--- config.mk ---
export PLATFORM = sky130hd
export DESIGN_NAME = grf_hazard_scheduler
export DESIGN_NICKNAME = d
export VERILOG_FILES = /design/src/rtl/grf_hazard_scheduler_pkg.sv /design/src/rtl/md_busy_counter.sv /design/src/rtl/grf_hazard_scheduler.sv
export SDC_FILE = /design/constraint.sdc
export NUM_CORES = 1
export LEC_CHECK = 0
export ABC_AREA = 1
export CORE_UTILIZATION = 55
export CTS_CLUSTER_SIZE = 10
export DETAILED_ROUTE_END_ITERATION = 6
export HOLD_SLACK_MARGIN = 0.02
export PLACE_DENSITY = 0.87
export RECOVER_POWER = 25
export SLEW_MARGIN = 20
export SYNTH_ARGS = -nofsm -noshare
export SYNTH_HDL_FRONTEND = slang
export SYNTH_SLANG_ARGS = --single-unit
--- constraint.sdc ---
create_clock -name clk -period 4.2 [get_ports clk]
set_input_delay 0.84 -clock clk [delete_from_list [all_inputs] [get_ports clk]]
set_output_delay 0.84 -clock clk [all_outputs]
set_load 0.005 [all_outputs]
--- src/rtl/grf_hazard_scheduler_pkg.sv ---
// Shared types and constants for the GRF hazard scheduler.
// Slot layout, forward-select encodings and MDU latency defaults.
package grf_hazard_scheduler_pkg;

  localparam int REG_W = 5;
  localparam int T_W   = 2;

  localparam logic [1:0] FWD_GRF = 2'd0;
  localparam logic [1:0] FWD_M   = 2'd1;
  localparam logic [1:0] FWD_E   = 2'd2;

  localparam logic [T_W-1:0] TUSE_NONE = 2'd3;

  localparam int MULT_CYCLES_DEF = 5;
  localparam int DIV_CYCLES_DEF  = 10;

  typedef struct packed {
    logic             wr;
    logic [REG_W-1:0] a3;
    logic [T_W-1:0]   tnew;
  } slot_t;

  typedef struct packed {
    logic       stall;
    logic [1:0] fwd;
  } src_res_t;

  localparam slot_t SLOT_EMPTY = '0;

  function automatic logic [T_W-1:0] sat_dec(
    input logic [T_W-1:0] x
  );
    return (x == '0) ? x : x - T_W'(1);
  endfunction

endpackage

--- src/rtl/md_busy_counter.sv ---
// Multiply/divide busy window counter.
// Loads the unit latency on a start, then counts down to idle.
module md_busy_counter #(
  parameter int MULT_CYCLES = 5,
  parameter int DIV_CYCLES  = 10,
  parameter int CNT_W       = 4
) (
  input  logic clk,
  input  logic reset,
  input  logic load,
  input  logic div,
  output logic busy
);

  logic [CNT_W-1:0] cnt_q;

  always_ff @(posedge clk or posedge reset) begin
    if (reset) begin
      cnt_q <= '0;
    end else if (load) begin
      cnt_q <= div ? CNT_W'(DIV_CYCLES)
                   : CNT_W'(MULT_CYCLES);
    end else if (cnt_q != '0) begin
      cnt_q <= cnt_q - CNT_W'(1);
    end
  end

  assign busy = (cnt_q != '0);

endmodule

--- src/rtl/grf_hazard_scheduler.sv ---
// D-stage issue scheduler: tracks E/M/W register writes and the
// MDU busy window, producing stall and operand forward selects.
module grf_hazard_scheduler
  import grf_hazard_scheduler_pkg::*;
#(
  parameter int MULT_CYCLES = MULT_CYCLES_DEF,
  parameter int DIV_CYCLES  = DIV_CYCLES_DEF,
  parameter int CNT_W       = 4
) (
  input  logic       clk,
  input  logic       reset,
  input  logic       d_valid,
  input  logic [4:0] d_rs,
  input  logic [4:0] d_rt,
  input  logic [1:0] d_tuse_rs,
  input  logic [1:0] d_tuse_rt,
  input  logic       d_regwrite,
  input  logic [4:0] d_a3,
  input  logic [1:0] d_tnew,
  input  logic       d_md_start,
  input  logic       d_md_div,
  input  logic       d_md_use,
  output logic       stall,
  output logic       issue,
  output logic [1:0] fwd_rs_d,
  output logic [1:0] fwd_rt_d,
  output logic       md_busy
);

  slot_t    e_q, m_q, w_q;
  src_res_t rs_res, rt_res;
  logic     md_stall;

  // Only the youngest matching slot counts; W forwards via the GRF.
  function automatic src_res_t src_check(
    input logic [4:0] r,
    input logic [1:0] tuse,
    input slot_t      e,
    input slot_t      m,
    input slot_t      w
  );
    src_res_t   res;
    slot_t      s;
    logic       hit;
    logic [1:0] sel;
    res = '0;
    s   = SLOT_EMPTY;
    hit = 1'b0;
    sel = FWD_GRF;
    if (r != '0 && tuse != TUSE_NONE) begin
      if (e.wr && e.a3 == r) begin
        hit = 1'b1;
        s   = e;
        sel = FWD_E;
      end else if (m.wr && m.a3 == r) begin
        hit = 1'b1;
        s   = m;
        sel = FWD_M;
      end else if (w.wr && w.a3 == r) begin
        hit = 1'b1;
        s   = w;
        sel = FWD_GRF;
      end
    end
    if (hit) begin
      res.stall = (s.tnew > tuse);
      if (s.tnew == '0) res.fwd = sel;
    end
    return res;
  endfunction

  always_comb begin
    rs_res = src_check(d_rs, d_tuse_rs, e_q, m_q, w_q);
    rt_res = src_check(d_rt, d_tuse_rt, e_q, m_q, w_q);
  end

  assign md_stall = d_md_use & md_busy;
  assign stall    = d_valid
                  & (rs_res.stall | rt_res.stall | md_stall);
  assign issue    = d_valid & ~stall;
  assign fwd_rs_d = stall ? FWD_GRF : rs_res.fwd;
  assign fwd_rt_d = stall ? FWD_GRF : rt_res.fwd;

  always_ff @(posedge clk or posedge reset) begin
    if (reset) begin
      e_q <= SLOT_EMPTY;
      m_q <= SLOT_EMPTY;
      w_q <= SLOT_EMPTY;
    end else begin
      w_q <= '{wr: m_q.wr, a3: m_q.a3, tnew: '0};
      m_q <= '{wr: e_q.wr, a3: e_q.a3,
               tnew: sat_dec(e_q.tnew)};
      if (issue) begin
        e_q <= '{wr: d_regwrite & (d_a3 != '0),
                 a3: d_a3, tnew: d_tnew};
      end else begin
        e_q <= SLOT_EMPTY;
      end
    end
  end

  md_busy_counter #(
    .MULT_CYCLES(MULT_CYCLES),
    .DIV_CYCLES (DIV_CYCLES),
    .CNT_W      (CNT_W)
  ) u_md_cnt (
    .clk  (clk),
    .reset(reset),
    .load (issue & d_md_start),
    .div  (d_md_div),
    .busy (md_busy)
  );

endmodule

==> impl_results.md <==
- Grt total ovfl: 0
- Largest family of logic cells by synthesized area: simple AND/OR/NAND/NOR gates
- Commonest non-fill, non-tap cell in the layout: nand2_1
- Met1 WL: roughly 1900 µm
- Fin crit share: between 90% and 100%
- Final HPWL DP: roughly 3600 µm
- Number of flops mapped to enable cells by yosys: 0
- Max stage delay on crit path: ~0.22 ns
- Vias per cell: 5.10
- Routed len/inst: around 13 µm
- Reg-to-reg startpoint: m_q[4]$_DFF_PP0_
- Register area share after synthesis: a little over a third
- Total GRT Usage: between 20% and 30%
- Vias in the first global route: approximately 1900
- Max H-tree Level: 1
- Total Power: between 0.0006 and 0.0007 W
- Fill cells: between 200 and 250
- Reg clk slew, reported paths: roughly 0.14 ns
- Yosys reg bits: 26
- WL met2: approximately 2500 µm
- Antenna violations before repair: 0
- Synth Area per Inst: around 6.6 µm²
- Mux contribution to synthesized area: 0%
- Fin crit period: 4.19 ns
- Final-stage net count: 386
- Pre-Repair DR Iteration Count: 7
- Num Clock Sinks: 26
- Cell count after synthesis: ~280
- Crit Path Class: in2out
- Root buffer cell: clkbuf_4
- Final Hold Violating Endpoints: 0
- Synth Area in Adders: under 10%
- Status: finished clean
- I/O Buffers: 34
- Post-Syn Area: between 0.0015 and 0.002 mm²
- CP dominant cell by count: nand2_1
- Post-Syn Nets: 310
- Worst reg2reg setup slack: roughly 1.4 ns
- Final WL: between 5000 and 6000 µm
- Commonest non-fill, non-tap cells in the layout: nand2_1 (94), inv_1 (41), nor2_1 (37), buf_4 (37), dfrtp_1 (26)
- Clk buf depth: 2
- CP Data Arrival Time: 3.35 ns
- Slowest cell on the critical path: o21a_1
- First-pass GRT wire length: roughly 7600 µm
- Most used flip-flop cell after synthesis: dfrtp_1
- Post-synth ARST share: 100%
- Pre-CTS setup slack: -0.591 ns
- Hold Slack: ~0.4 ns
- XOR/XNOR Fraction of Synth Area: less than 1%
- Max-Slew Margin vs Limit: 36.7%
- Worst Setup End Kind: primary output
- Leakage: between 1 and 1.5 nW
- Hold Buf Count CTS: 0
- Inserted Diodes: 0
- CP Cell Sequence: clkbuf_2 -> buf_4 -> nand2_1 -> nand2_1 -> nor2_1 -> nand3_1 -> buf_4 -> nor2_2 -> nand2_1 -> o21a_1 -> inv_2 -> ha_4 -> inv_1 -> nor2_2 -> o21ai_2 -> nor2_2 -> nand2_1 -> nand2_2 -> o21ai_2 -> inv_2 -> buf_4 -> nor3b_2 -> buf_2
- Die area: roughly 0.0035 mm²
- Worst IR drop on VDD: 0.388 mV
- Slew Viols, Final: 0
- Final WS setup: 0.0119 ns
- CTS Buf Count: 3
- GP Congestion: 0.928
- WP data required: ~3.4 ns
- Synth Area in Simple Gates: 40.4%
- Max-Cap Viols: 0
- Layout cells sized above 1: about 28%
- Pwr Density: ~270 mW/mm²
- Startpoint types: input pin
- Hold Crit Class: reg2reg
- Synth Area in Compound Gates: under 10%
- TritonCTS clock tree: built
- Site Rows: 20
- Skew-Pair Late Insertion Delay: approximately 0.32 ns
- I/O pins: 35
- Crit path max fanout: 4
- Die Width: about 59 µm
- Area delta synth->final: 39.0%
- Beginning of the worst hold path: e_q[2]$_DFF_PP0_
- Core region area: around 0.0031 mm²
- Met3 wire len: around 490 µm
- DRC: 0
- Max Used Layer: met4
- Count of unique library cells instantiated by Yosys: 24
- Fmax: between 0.2 and 0.25 GHz
- Vias: a little over 2000
- Setup violators final: 0
- Initial DRC Count: ~160
- Largest net degree at the start of global routing: 27
- Skew final: 0.00129 ns
- CP Launch Point: d_rt[2]
- Starting Density: 58.8%
- Number of synthesis warnings: 0
- Fin Setup TNS: 0 ns
- ANT nets after route: 0
- Pin slew with the least headroom to its limit: approximately 0.94 ns
- Die Y: a little under 60 µm
layer usage:
metal | vias up | GRT usage, %
met3 | 20 | 4.59
met5 | - | 0
met2 | 108 | 51.4
met4 | 0 | 10.9
li1 | 974 | -
met1 | 909 | 36.3
power by group:
| part | total [W] | switching, W | internal (W) |
|---|---|---|---|
| Sequential | 0.000319 | 0.0000321 | 0.000287 |
| Clock | 0.000106 | 0.0000726 | 0.0000336 |
| Combinational | 0.000262 | 0.000145 | 0.000117 |
state kept, by name, summed over array words and instances, names as in the netlist:
name,count
e_q,8
m_q,8
u_md_cnt.cnt_q,4
w_q,6
area by class of cell:
| type | instances | area [µm²] | area share, % |
|---|---|---|---|
| Multi-Input combinational cell | 195 | 1010 | 40.0 |
| Sequential cell | 26 | 651 | 25.9 |
| Timing Repair Buffer | 71 | 576 | 22.9 |
| Inverter | 55 | 206 | 8.20 |
| Tap cell | 44 | 55.1 | 2.19 |
| Clock buffer | 3 | 22.5 | 0.895 |
worst max-delay path: cells and delay by family:
family | cells | cell delay (ns)
simple gates | 11 | 0.90
fa+ha+maj | 1 | 0.20
buf+inv | 8 | 0.90
compound gates | 3 | 0.51
worst paths after layout:
kind	to	cells past startpoint
min in group asynchronous	u_md_cnt.cnt_q[1]$_DFFE_PP0P_	2
worst max register to register	u_md_cnt.cnt_q[1]$_DFFE_PP0P_	22
worst max-delay path	fwd_rs_d[1]	23
worst min-delay path	m_q[2]$_DFF_PP0_	0
worst min register to register	m_q[2]$_DFF_PP0_	0
max in group asynchronous	w_q[6]$_DFF_PP0_	2
per-stage QoR:
step | std cells | area (µm²) | util [%]
6_report | 394 | 2520 | 81.7
3_3_place_gp | 384 | 2430 | 79.0
4_1_cts | 390 | 2470 | 80.2
3_5_place_dp | 384 | 2430 | 79.0
2_1_floorplan | 276 | 1810 | -
5_1_grt | 394 | 2520 | 81.7
cell families (layout without fill, tap and decap cells):
family	after synthesis	in the layout
AND/OR/NAND/NOR	169	169
buffers and inverters	55	129
flip-flops	26	26
AO/OA/AOI/OAI	18	18
adder cells (fa/ha/maj)	6	6
XOR/XNOR	2	2
cells in the mapped netlist, types with 2 or more instances:
cell / n / area, µm²
inv_1: 45 / 169
nand4_1: 2 / 12.5
o21ai_0: 5 / 25.0
nand2_1: 95 / 357
xor2_1: 2 / 17.5
nor3_1: 3 / 15.0
inv_2: 10 / 37.5
ha_1: 6 / 75.1
o21ai_2: 4 / 35.0
o21a_1: 2 / 15.0
nand3_1: 9 / 45.0
nand2_2: 6 / 37.5
nor3_2: 2 / 20.0
nor3b_2: 2 / 25.0
nand3_2: 2 / 20.0
o21ai_1: 3 / 15.0
nor2_1: 42 / 158
dfrtp_1: 26 / 651
nor2_2: 4 / 25.0
a21oi_2: 2 / 17.5
repair_timing:
action	in CTS	in global routing
resized for setup	30	30
pin swaps	3	16
endpoints found under the setup margin	6	6
setup buffers	3	4
Note: power is estimated with default switching activity, not from simulation.
==> RTL change 1: new RTL, same flow settings <==
`CNT_W` is set to 4 in 2 places; all go to 5.
--- a/src/rtl/md_busy_counter.sv
+++ b/src/rtl/md_busy_counter.sv
@@ -4,5 +4,5 @@
   parameter int MULT_CYCLES = 5,
   parameter int DIV_CYCLES  = 10,
-  parameter int CNT_W       = 4
+  parameter int CNT_W       = 5
 ) (
   input  logic clk,
--- a/src/rtl/grf_hazard_scheduler.sv
+++ b/src/rtl/grf_hazard_scheduler.sv
@@ -6,5 +6,5 @@
   parameter int MULT_CYCLES = MULT_CYCLES_DEF,
   parameter int DIV_CYCLES  = DIV_CYCLES_DEF,
-  parameter int CNT_W       = 4
+  parameter int CNT_W       = 5
 ) (
   input  logic       clk,
Behaviour: no difference found for any inputs over 10 cycles, from zero or initial values and one cycle with reset high; that may be too few to reach the edited logic, so the function may still have changed.
==> RTL change 1 against the original RTL <==
  * Final area up 2.9%
  * Routed wire length up 7.5%
  * Power up 6.7%
  * Critical path type unchanged
  * Clock power up 23%
  * Worst setup slack better by 110 ps
  * Area after synthesis up 1.2%
  * Sequential cell count up 1
==> RTL change 1: results (changes against the original RTL) <==
[cells_and_area]
drive_above_1_share = 0.249  ; was 0.277

[synth]
async_reset_ff_frac = 1.00  ; unchanged
ys_types = 27  ; was 24
synth_area_leaders = dfrtp_1 37%, nand2_1 20%, inv_1 10%  ; was dfrtp_1 36%, nand2_1 20%, inv_1 9.3%
synth_common_cells = 98 x nand2_1, 50 x inv_1, 49 x nor2_1, 27 x dfrtp_1, 8 x nand3_1  ; was 95 x nand2_1, 45 x inv_1, 42 x nor2_1, 26 x dfrtp_1, 10 x inv_2
synth.net_count = 312  ; was 310
synth-seq-area-share = 0.369  ; was 0.359
syn_inst = 279  ; was 276

[status]
status = complete, no violations  ; unchanged

[power_and_ir_drop]
p_leak_nw = 1.43  ; was 1.41 nW
peakVddDrop_mv = 0.219  ; was 0.388 mV

[clock_tree]
clock_latency_ps = 350  ; was 320 ps

[placement]
gp_congestion = 0.911  ; was 0.928
dp_hpwl_um = 3880  ; was 3630 µm
dpl.cell_count = 386  ; was 384
pre_cts_ws_ps = -548  ; was -591 ps

[global_routing]
grt_pass1_vias = 1863  ; was 1870
grt.total_usage = 0.323  ; was 0.294
grt_first_pass_wirelength_um = 8280  ; was 7630 µm
grt_max_degree = 28  ; was 27

[route]
wl_um = 5500  ; was 5120 µm
vias_per_cell = 5.06  ; was 5.10
first_pass_iters = 4  ; was 7
wl_per_cell_um = 13.7  ; was 13.0 µm

[setup_path]
cp_max_fo = 2  ; was 4
timing.rr.end = u_md_cnt.cnt_q[2]$_DFFE_PP0P_  ; was u_md_cnt.cnt_q[1]$_DFFE_PP0P_
r2r_start = m_q[2]$_DFF_PP0_  ; was m_q[4]$_DFF_PP0_
crit_path_max_incr_delay_ps = 260  ; was 220 ps
cp_slowest_cell = ha_1  ; was o21a_1
critPathArrivalTime_ps = 3240  ; was 3350 ps

[sta]
maxSlewHeadroom = 0.342  ; was 0.367
timing.hold.ws_ps = 437  ; was 397 ps
finClkSkew_ps = 5.55  ; was 1.29 ps

[hold_path]
hp-class = flip-flop to flip-flop  ; unchanged
hold_start = m_q[4]$_DFF_PP0_  ; was e_q[2]$_DFF_PP0_

## RTL change 1: report_power, final
part	leakage (nW)	total [mW]	internal (mW)	switching, mW
clock network	0.0183	0.130	0.0391	0.0907
logic	1.05	0.275	0.126	0.148
registers	0.356	0.328	0.295	0.0333
total	1.43	0.733	0.461	0.272
## RTL change 1: stage by stage
step	utilization	instance area [µm²]
CTS	0.827	2560
floorplan	-	1830
global route	0.834	2590
global placement	0.788	2450
detailed placement	0.788	2450
finish	0.834	2590
## RTL change 1: how the worst max path moves through the flow
| stage | from | end | depth (start not counted) |
|---|---|---|---|
| 6_report | d_rt[0] | issue | 21 |
| 5_1_grt | d_rs[4] | stall | 21 |
| 4_1_cts | d_rt[4] | fwd_rs_d[1] | 20 |
| 3_5_place_dp | d_rt[4] | fwd_rs_d[1] | 20 |
| 3_3_place_gp | d_rt[3] | fwd_rs_d[1] | 20 |
| 2_1_floorplan | d_rs[0] | fwd_rs_d[0] | 16 |
## RTL change 1: timing repair
| action | 4_1_cts | 5_1_grt |
|---|---|---|
| resized for setup | 25 | 27 |
| endpoints found under the setup margin | 6 | 6 |
| pin swaps | 12 | 11 |
| buffers inserted | 10 | 2 |
## RTL change 1: area by class of cell
cell class	instances	area (µm²)
Clock buffer	3	22.5
Fill cell	214	514
Inverter	54	205
Timing Repair Buffer	75	609
Tap cell	44	55.1
Sequential cell	27	676
Multi-Input combinational cell	198	1010
Clock inverter	1	8.76
## RTL change 1: cells by family after synthesis
family | Yosys count | share of synthesized area
adder cells (fa/ha/maj) | 5 | 0.0341
XOR/XNOR | 3 | 0.0143
AND/OR/NAND/NOR | 175 | 0.416
AO/OA/AOI/OAI | 15 | 0.0546
flip-flops | 27 | 0.369
buffers and inverters | 54 | 0.112
## RTL change 1: per-layer routing
metal / routed length [µm] / global-route usage / part of all wire
met1: 2260 / 0.404 / 0.41
met2: 2660 / 0.548 / 0.48
met3: 357 / 0.0498 / 0.065
met4: 227 / 0.150 / 0.041
met5: 0 / 0 / 0
==> RTL change 2: new RTL, same flow settings <==
Made on the original files. Make the reset (`reset`) synchronous in 2 clocked blocks.
--- a/src/rtl/md_busy_counter.sv
+++ b/src/rtl/md_busy_counter.sv
@@ -15,5 +15,5 @@
   logic [CNT_W-1:0] cnt_q;
 
-  always_ff @(posedge clk or posedge reset) begin
+  always_ff @(posedge clk) begin
     if (reset) begin
       cnt_q <= '0;
--- a/src/rtl/grf_hazard_scheduler.sv
+++ b/src/rtl/grf_hazard_scheduler.sv
@@ -82,5 +82,5 @@
   assign fwd_rt_d = stall ? FWD_GRF : rt_res.fwd;
 
-  always_ff @(posedge clk or posedge reset) begin
+  always_ff @(posedge clk) begin
     if (reset) begin
       e_q <= SLOT_EMPTY;
Behaviour: differs if reset is asserted again (counterexample within 4 cycles, from zero or initial values and one cycle with reset high); with reset held inactive, the same outputs for 10 cycles.
==> RTL change 2 against the original RTL <==
  * Final area fell by 0.80%
  * Register-to-register slack improved by 70 ps
  * Routed wire length is 5.7% higher
  * Clock skew rose by 2.0 ps
  * Area after synthesis is 1.2% lower
  * Power is 19% higher
  * Worst setup slack better by 97 ps
  * Sequential cell count unchanged
  * Sequential power down 5%
  * Largest power group is now combinational logic
  * Highest routed layer unchanged
==> RTL change 2: results (changes against the original RTL) <==
[status]
status = complete, no violations  ; unchanged

[placement]
gp_congestion = 0.885  ; was 0.928
port_buffers = 34  ; unchanged
dp_hpwl_um = 3780  ; was 3630 µm
placed_cell_area_um2 = 2370  ; was 2430 µm²
dpl.cell_count = 393  ; was 384
pre_cts_ws_ps = -533  ; was -591 ps

[route]
drc_errors = 0  ; unchanged
wl_met3_um = 401  ; was 489 µm
routed.top_layer = met4  ; unchanged
dr.first_iter.drc_count = 170  ; was 164
wl_met1_um = 2100  ; was 1930 µm
wl_um = 5410  ; was 5120 µm
vias = 2089  ; was 2011
first_pass_iters = 5  ; was 7
met2_length_um = 2670  ; was 2530 µm
wl_per_cell_um = 13.5  ; was 13.0 µm
ant_nets = 0  ; unchanged

[synth]
synthFlopType = dfxtp_1  ; was dfrtp_1
syn_inst = 291  ; was 276
async_reset_ff_frac = 0  ; was 1.00
synth_area_leaders = dfxtp_1 29%, nand2_1 19%, inv_1 9.7%  ; was dfrtp_1 36%, nand2_1 20%, inv_1 9.3%
synth_common_cells = 91 x nand2_1, 46 x inv_1, 44 x nor2_1, 26 x dfxtp_1  ; was 95 x nand2_1, 45 x inv_1, 42 x nor2_1, 26 x dfrtp_1, 10 x inv_2
synth-seq-area-share = 0.291  ; was 0.359
yosysWarnings = 0  ; unchanged
ys_types = 30  ; was 24
synth.net_count = 325  ; was 310
yosysTopAreaCell = dfxtp_1  ; was dfrtp_1

[clock_tree]
cts_root_buffer = clkbuf_4  ; unchanged
htree_levels = 1  ; unchanged
clkTransAtPathRegs_ps = 150
clock_latency_ps = 340  ; was 320 ps
cts_made_buffers = 3  ; unchanged
cts_buffer_depth = 2  ; unchanged

[global_routing]
grt.total_usage = 0.307  ; was 0.294
grt_use_met2 = 0.537  ; was 0.514
grt_max_degree = 18  ; was 27
grt_use_met3 = 0.0480  ; was 0.0459
use_met1 = 0.367  ; was 0.363
grt_first_pass_wirelength_um = 8010  ; was 7630 µm
grt_pass1_vias = 1880  ; was 1870
grt_overflow = 0  ; unchanged
antenna_found_initial = 0  ; unchanged

[cells_and_area]
reg_top3 = e_q x8, m_q x8, w_q x6  ; unchanged
drive_above_1_share = 0.324  ; was 0.277
diodes = 0  ; unchanged
nNetsFinal = 393  ; was 386

[setup_path]
crit_path_max_incr_delay_ps = 310  ; was 220 ps
critPathArrivalTime_ps = 3250  ; was 3350 ps
cp_slowest_cell = ha_2  ; was o21a_1
cp_max_fo = 3  ; was 4
crit_family = simple AND/OR/NAND/NOR gates  ; unchanged

[hold_path]
hp-class = flip-flop to flip-flop  ; unchanged

[sta]
tightest_slew_ps = 712  ; was 944 ps
worst_slack_ps = 109  ; was 11.9 ps
finClkSkew_ps = 3.34  ; was 1.29 ps

[power_and_ir_drop]
p_leak_nw = 1.28  ; was 1.41 nW
peakVddDrop_mv = 0.345  ; was 0.388 mV

## RTL change 2: changes by cell type after synthesis, moves of 3 or more
cell	change
dfxtp_1	+26
o21ai_0	-3
nand3_2	+4
nor2_2	+7
a21oi_1	+4
nand2_1	-4
dfrtp_1	-26
## RTL change 2: worst paths after layout
check,start,end,slack [ps],depth (start not counted)
setup reg to reg,e_q[3]$_SDFF_PP0_,e_q[7]$_SDFF_PP0_,1450,23
hold / removal,e_q[7]$_SDFF_PP0_,m_q[7]$_SDFF_PP0_,460,2
setup / recovery,d_rs[0],fwd_rs_d[0],110,22
hold reg to reg,e_q[7]$_SDFF_PP0_,m_q[7]$_SDFF_PP0_,460,2
## RTL change 2: cell families (layout without fill, tap and decap cells)
kind of cell,count (synthesis),in the layout,synth area share
AO/OA/AOI/OAI,19,19,0.0700
XOR/XNOR,2,2,0.00980
adder cells (fa/ha/maj),6,6,0.0420
buffers and inverters,60,127,0.126
flip-flops,26,26,0.291
AND/OR/NAND/NOR,178,178,0.461
## RTL change 2: what timing repair did
item	CTS	global route
endpoints found under the setup margin	6	6
resized for setup	36	43
pin swaps	8	13
buffers inserted	3	2
## RTL change 2: layout make-up
cell class	count	area, µm²
Multi-Input combinational cell	205	1150
Timing Repair Buffer	65	513
Inverter	58	220
Tap cell	44	55.1
Sequential cell	26	520
Fill cell	209	582
Clock buffer	4	36.3
## RTL change 2: power by group
part           leakage (nW)  total [mW]  internal [mW]  switching, mW
clock                0.0210       0.138         0.0532         0.0843
sequential            0.212       0.303          0.277         0.0254
combinational          1.05       0.377          0.166          0.210
## RTL change 2: worst reg2reg max path: cells and delay by family (launching register included)
kind	cells	cell delay (ps)
AND/OR/NAND/NOR	14	1190
AO/OA/AOI/OAI	2	200
adder cells (fa/ha/maj)	1	280
flip-flops	1	420
buffers and inverters	6	550
